**src/rtl/gpu_bus_pkg.sv**
```systemverilog
//------------------------------------------------------------------------------
// Module  : gpu_bus_pkg
// Brief   : Shared register map, STAT bit indices and readback FSM states.
// Revision: 1.0 - initial release
//------------------------------------------------------------------------------
`default_nettype none

package gpu_bus_pkg;

  localparam logic [15:0] REG_PTR  = 16'd0;
  localparam logic [15:0] REG_DATA = 16'd2;
  localparam logic [15:0] REG_STAT = 16'd4;

  localparam int STAT_READY    = 0;
  localparam int STAT_UNDERRUN = 1;

  typedef enum logic [1:0] {
    IDLE  = 2'd0,
    ISSUE = 2'd1,
    WAIT  = 2'd2
  } rb_state_t;

endpackage

`default_nettype wire

```
**src/rtl/bus_edge_detect.sv**
```systemverilog
//------------------------------------------------------------------------------
// Module  : bus_edge_detect
// Brief   : Turns a bus access level into a single-cycle rising-edge pulse.
// Revision: 1.0 - initial release
//------------------------------------------------------------------------------
`default_nettype none

module bus_edge_detect (
  input  logic clk,
  input  logic rst_n,
  input  logic level,
  output logic pulse
);

  logic r_prev;

  always_ff @(posedge clk or negedge rst_n) begin
    if (!rst_n) r_prev <= 1'b0;
    else        r_prev <= level;
  end

  assign pulse = level & ~r_prev;

endmodule

`default_nettype wire

```
**src/rtl/gpu_readback.sv**
```systemverilog
//------------------------------------------------------------------------------
// Module  : gpu_readback
// Brief   : CPU-bus VRAM read port with pointer, prefetched DATA and STAT regs.
// Revision: 1.0 - initial release
//------------------------------------------------------------------------------
`default_nettype none

module gpu_readback
  import gpu_bus_pkg::*;
#(
  parameter logic [15:0] BASE_ADDR    = 16'hff08,
  parameter int          VRAM_LATENCY = 2
) (
  input  logic        clk,
  input  logic        rst_n,
  input  logic [15:0] cpu_addr,
  input  logic [15:0] cpu_wdata,
  input  logic        cpu_write,
  input  logic        cpu_read,
  output logic [15:0] cpu_rdata,
  output logic [15:0] vram_rd_addr,
  output logic        vram_rd_en,
  input  logic [15:0] vram_rd_data
);

  localparam logic [15:0] c_addr_ptr  = BASE_ADDR + REG_PTR;
  localparam logic [15:0] c_addr_data = BASE_ADDR + REG_DATA;
  localparam logic [15:0] c_addr_stat = BASE_ADDR + REG_STAT;
  localparam int          c_cnt_w     = (VRAM_LATENCY > 1) ? $clog2(VRAM_LATENCY) : 1;
  localparam logic [c_cnt_w-1:0] c_cnt_load = c_cnt_w'(VRAM_LATENCY - 1);

  logic               w_wr_edge;
  logic               w_rd_edge;
  logic               w_ptr_wr;
  logic               w_data_rd;
  logic               w_stat_rd;
  logic               w_start_fetch;
  logic               w_capture;
  rb_state_t          r_state;
  rb_state_t          w_next_state;
  logic [15:0]        r_ptr;
  logic [15:0]        r_data;
  logic               r_ready;
  logic               r_underrun;
  logic [c_cnt_w-1:0] r_cnt;
  logic [15:0]        r_rd_addr;
  logic               r_en_q;

  bus_edge_detect u_wr_edge (
    .clk   (clk),
    .rst_n (rst_n),
    .level (cpu_write),
    .pulse (w_wr_edge)
  );

  bus_edge_detect u_rd_edge (
    .clk   (clk),
    .rst_n (rst_n),
    .level (cpu_read),
    .pulse (w_rd_edge)
  );

  assign w_ptr_wr  = w_wr_edge && (cpu_addr == c_addr_ptr);
  assign w_data_rd = w_rd_edge && !w_ptr_wr && (cpu_addr == c_addr_data);
  assign w_stat_rd = w_rd_edge && !w_ptr_wr && (cpu_addr == c_addr_stat);

  assign w_start_fetch = w_data_rd && r_ready && (r_state == IDLE);
  assign w_capture     = (r_state == WAIT) && (r_cnt == '0) && !w_ptr_wr;

  // An abort during the strobe cycle must not produce back-to-back strobes,
  // so ISSUE waits out one cycle when the previous cycle already strobed.
  assign vram_rd_en   = (r_state == ISSUE) && !r_en_q;
  assign vram_rd_addr = r_rd_addr;

  always_comb begin
    w_next_state = r_state;
    case (r_state)
      IDLE:    if (w_start_fetch) w_next_state = ISSUE;
      ISSUE:   if (vram_rd_en)    w_next_state = WAIT;
      WAIT:    if (w_capture)     w_next_state = IDLE;
      default:                    w_next_state = IDLE;
    endcase
    if (w_ptr_wr) w_next_state = ISSUE;
  end

  always_ff @(posedge clk or negedge rst_n) begin
    if (!rst_n) begin
      r_state    <= IDLE;
      r_ptr      <= 16'd0;
      r_data     <= 16'd0;
      r_ready    <= 1'b0;
      r_underrun <= 1'b0;
      r_cnt      <= '0;
      r_rd_addr  <= 16'd0;
      r_en_q     <= 1'b0;
    end else begin
      r_state <= w_next_state;
      r_en_q  <= vram_rd_en;

      if (vram_rd_en)
        r_cnt <= c_cnt_load;
      else if ((r_state == WAIT) && (r_cnt != '0))
        r_cnt <= r_cnt - c_cnt_w'(1);

      if (w_ptr_wr) begin
        r_ptr     <= cpu_wdata;
        r_rd_addr <= cpu_wdata;
        r_ready   <= 1'b0;
      end else if (w_capture) begin
        r_data  <= vram_rd_data;
        r_ptr   <= r_ptr + 16'd1;
        r_ready <= 1'b1;
      end else if (w_start_fetch) begin
        r_ready   <= 1'b0;
        r_rd_addr <= r_ptr;
      end

      if (w_data_rd && !r_ready)
        r_underrun <= 1'b1;
      else if (w_stat_rd)
        r_underrun <= 1'b0;
    end
  end

  always_comb begin
    cpu_rdata = 16'd0;
    if (cpu_addr == c_addr_data) begin
      cpu_rdata = r_data;
    end else if (cpu_addr == c_addr_stat) begin
      cpu_rdata[STAT_READY]    = r_ready;
      cpu_rdata[STAT_UNDERRUN] = r_underrun;
    end
  end

endmodule

`default_nettype wire
```
**config.mk**
```make
export PLATFORM = sky130hd
export DESIGN_NAME = gpu_readback
export DESIGN_NICKNAME = d
export VERILOG_FILES = /design/src/rtl/gpu_bus_pkg.sv /design/src/rtl/bus_edge_detect.sv /design/src/rtl/gpu_readback.sv
export SDC_FILE = /design/constraint.sdc
export NUM_CORES = 1
export LEC_CHECK = 0
export ABC_AREA = 0
export BUFFER_PORTS_ARGS = -buffer_cell sky130_fd_sc_hd__buf_4
export CORE_MARGIN = 2
export CORE_UTILIZATION = 46
export DETAILED_ROUTE_END_ITERATION = 6
export GPL_TIMING_DRIVEN = 0
export PLACE_DENSITY = 0.88
export REMOVE_ABC_BUFFERS = 1
export SYNTH_ARGS = -nofsm -noshare
export SYNTH_HDL_FRONTEND = slang
export SYNTH_SLANG_ARGS = --single-unit
export TNS_END_PERCENT = 30
```
**constraint.sdc**
```tcl
create_clock -name clk -period 1.9 [get_ports clk]
set_input_delay 0.095 -clock clk [delete_from_list [all_inputs] [get_ports clk]]
set_output_delay 0.095 -clock clk [all_outputs]
set_load 0.02 [all_outputs]
```
==> run_results.csv <==
group,metric,value,unit
cts,root_buffer,"clkbuf_8",
timing,rsz0062_at_grt,"false",
logic_synthesis,synth.most_common_cell,"dfrtp_1",
logic_synthesis,synth_area_leader_cell,"dfrtp_1",
timing,post-route-min-period,1820,ps
logic_synthesis,synth_area,2800,sq um
setup_path,worstPathArrival,2030,ps
drt,first_pass_iters,4,
timing,timing_hold_violations_final,0,
cts,insertion_delay,320,ps
cts,cts_sinks,56,
timing,drv_slew,0,
logic_synthesis,yosysWarnings,0,
placed_design,place_ws,-1070,ps
logic_synthesis,synth_top_area_share,50.0,%
cts,cts_max_path_buffers,2,
timing,setup_viol,0,
cts,cts_htree_levels,2,
setup_path,worst_r2r_endpoint,"r_data[14]",
setup_path,r2r_start,"r_state[0]",
placed_design,hpwl,4530,um
drt,viasPerCell,5.51,
power_and_ir_drop,p_leak,1.83,nW
setup_path,ff2ff_setup_slack,80,ps
placed_design,gp_congestion,0.755,
setup_path,criticalPathCategory,"reg -> reg",
setup_path,cp.required,2110,ps
grt,grt_pass1_vias,2461,
timing,tightest_slew,716,ps
placed_design,io_buffers,84,
hold_path,worstHoldStart,"cpu_wdata[0]",
logic_synthesis,synth_edf_count,0,
grt,antenna_found_initial,0,
logic_synthesis,synthTopCellsByCount,"dfrtp_1, nor2_1, a21oi_1, a211oi_1, o21a_1",
floorplanning,die_h,82.1,um
finish,ff_latch_area,1400,sq um
floorplanning,core_area,5920,sq um
finish,antenna_cells,0,
logic_synthesis,synth_ff_type,"dfrtp_1",
logic_synthesis,netlist_instances,267,
grt,grt_max_degree,57,
timing,skew,9.61,ps
floorplanning,boundaryPins,85,
logic_synthesis,avgSynthCellArea,10.5,sq um
status,status,"finished, final reports clean",
timing,fin_crit_sh,95.7,%
logic_synthesis,async_flop_share,100,%
setup_path,worstSetupStartpointType,"flip-flop",
finish,area_growth,42.4,%
floorplanning,dieArea,6730,sq um
grt,grt_use_total,23.1,%
power_and_ir_drop,power,2.10,mW
hold_path,min-delay-path-class,"in -> reg",
cts,path_clk_slew,110,ps
logic_synthesis,ys_ff_latch,56,
drt,drcViolationCount,0,
setup_path,cp_max_fo,8,
drt,detail-route-antenna-nets,0,
timing,slew_headroom,52.3,%
drt,vias,2490,
job,max-cap-violations,0,
finish,final_net_count,429,
floorplanning,initial_core_util,47.3,%
timing,setup-tns-final,0,ps
cts,numCtsBuffers,5,
setup_path,r2r_cells,4,
grt,grt_first_pass_wirelength,11900,um
logic_synthesis,seq_area_frac_synth,50.0,%
cts,cts_tree,"done",
timing,fmaxAchievable,0.550,GHz
logic_synthesis,synth.distinct_cells,37,
finish,multiInputGateArea,1440,sq um
finish,n_fill_cell,405,
timing,setup_ws,81.7,ps
floorplanning,die_width,82.1,um
drt,wl_per_cell,17.2,um
finish,drive_gt1_share,37.9,%
hold_path,min_to,"vram_rd_addr[0]",
power_and_ir_drop,ir_worst_vdd,368,uV
finish,final_util,67.4,%
logic_synthesis,synth.top_cells.by_area,"dfrtp_1, mux2_4, nor2_1",
grt,grt_overflow,0,
setup_path,cp-end-kind,"flip-flop",
hold_path,hold_depth,3,
power_and_ir_drop,power_density,527,nW/um^2
drt,wirelength,7750,um
drt,drt_iter0_drc,159,
floorplanning,row_count,28,
worst max-delay path by stage:
stage | start | to | depth (start not counted)
after CTS | cpu_addr[6] | r_data[11] | 7
after detailed placement | cpu_addr[0] | r_data[11] | 6
after global routing | r_state[0] | r_ptr[15] | 5
after floorplan | cpu_addr[0] | r_data[10] | 5
after global placement | cpu_addr[0] | r_data[12] | 6
final | r_state[0] | r_data[14] | 4
registers in the layout (all words and copies together) (netlist names):
name              count
r_underrun            1
u_wr_edge.r_prev      1
r_ready               1
r_ptr                16
vram_rd_addr         16
r_data               16
r_en_q                1
u_rd_edge.r_prev      1
r_cnt                 1
r_state               2
report_power, final:
part	internal (mW)	leakage [nW]	total (mW)	switching, mW
sequential	1.21	0.736	1.22	0.0111
clock	0.270	0.0452	0.694	0.424
combinational	0.115	1.05	0.189	0.0738
layer usage:
metal | vias up | track usage (%) | wire length, um
li1 | 1183 | - | -
met1 | 1208 | 28.2 | 3110
met2 | 87 | 40.2 | 4010
met3 | 12 | 5.93 | 532
met4 | 0 | 6.67 | 103
met5 | - | 0 | 0
cell type report:
cell class	instances	share of cell area (%)
Clock buffer	5	1.72
Clock inverter	3	0.627
Inverter	5	0.470
Multi-Input combinational cell	196	36.2
Sequential cell	56	35.1
Tap cell	75	2.35
Timing Repair Buffer	112	23.5
layout by cell type, fill, tap and decap left out, drive strengths merged, types with 7 or more instances in the layout:
master and instances:
a211oi 16, a21oi 17, and2 14, buf 98, dfrtp 56, dlygate4sd3 14
inv 7, mux2 16, nand2 11, nand4 8, nor2 40, nor3 7
nor4 9, o21a 16, xnor2 8, xor2 7
through the flow:
step	area, sq um	std cells	hold slack, ps
floorplan	2750	256	-201
global placement	3480	415	177
detailed placement	3490	416	193
CTS	3830	442	1.53
global route	3990	452	-1.80
finish	3990	452	5.13
worst max-delay path, cell delays in order (launching register included):
cell and delay, ps:
dfrtp_1 500, or3b_4 490, nor2_4 220, buf_16 160, mux2_2 340
logic make-up after synthesis:
logic type,synth area share (%)
simple gates,21.2
flops,50.0
compound gates,13.1
mux,8.12
buf+inv,2.50
xor+xnor,4.69
fa+ha+maj,0.446
repair_timing:
action,4_1_cts,5_1_grt
buffers inserted,9,3
resized for setup,11,13
hold buffers,7,7
hold endpoints to repair,62,7
endpoints found under the setup margin,51,56
pin swaps,7,3
cloned,2,0
Note: power is estimated with default switching activity, not from simulation.
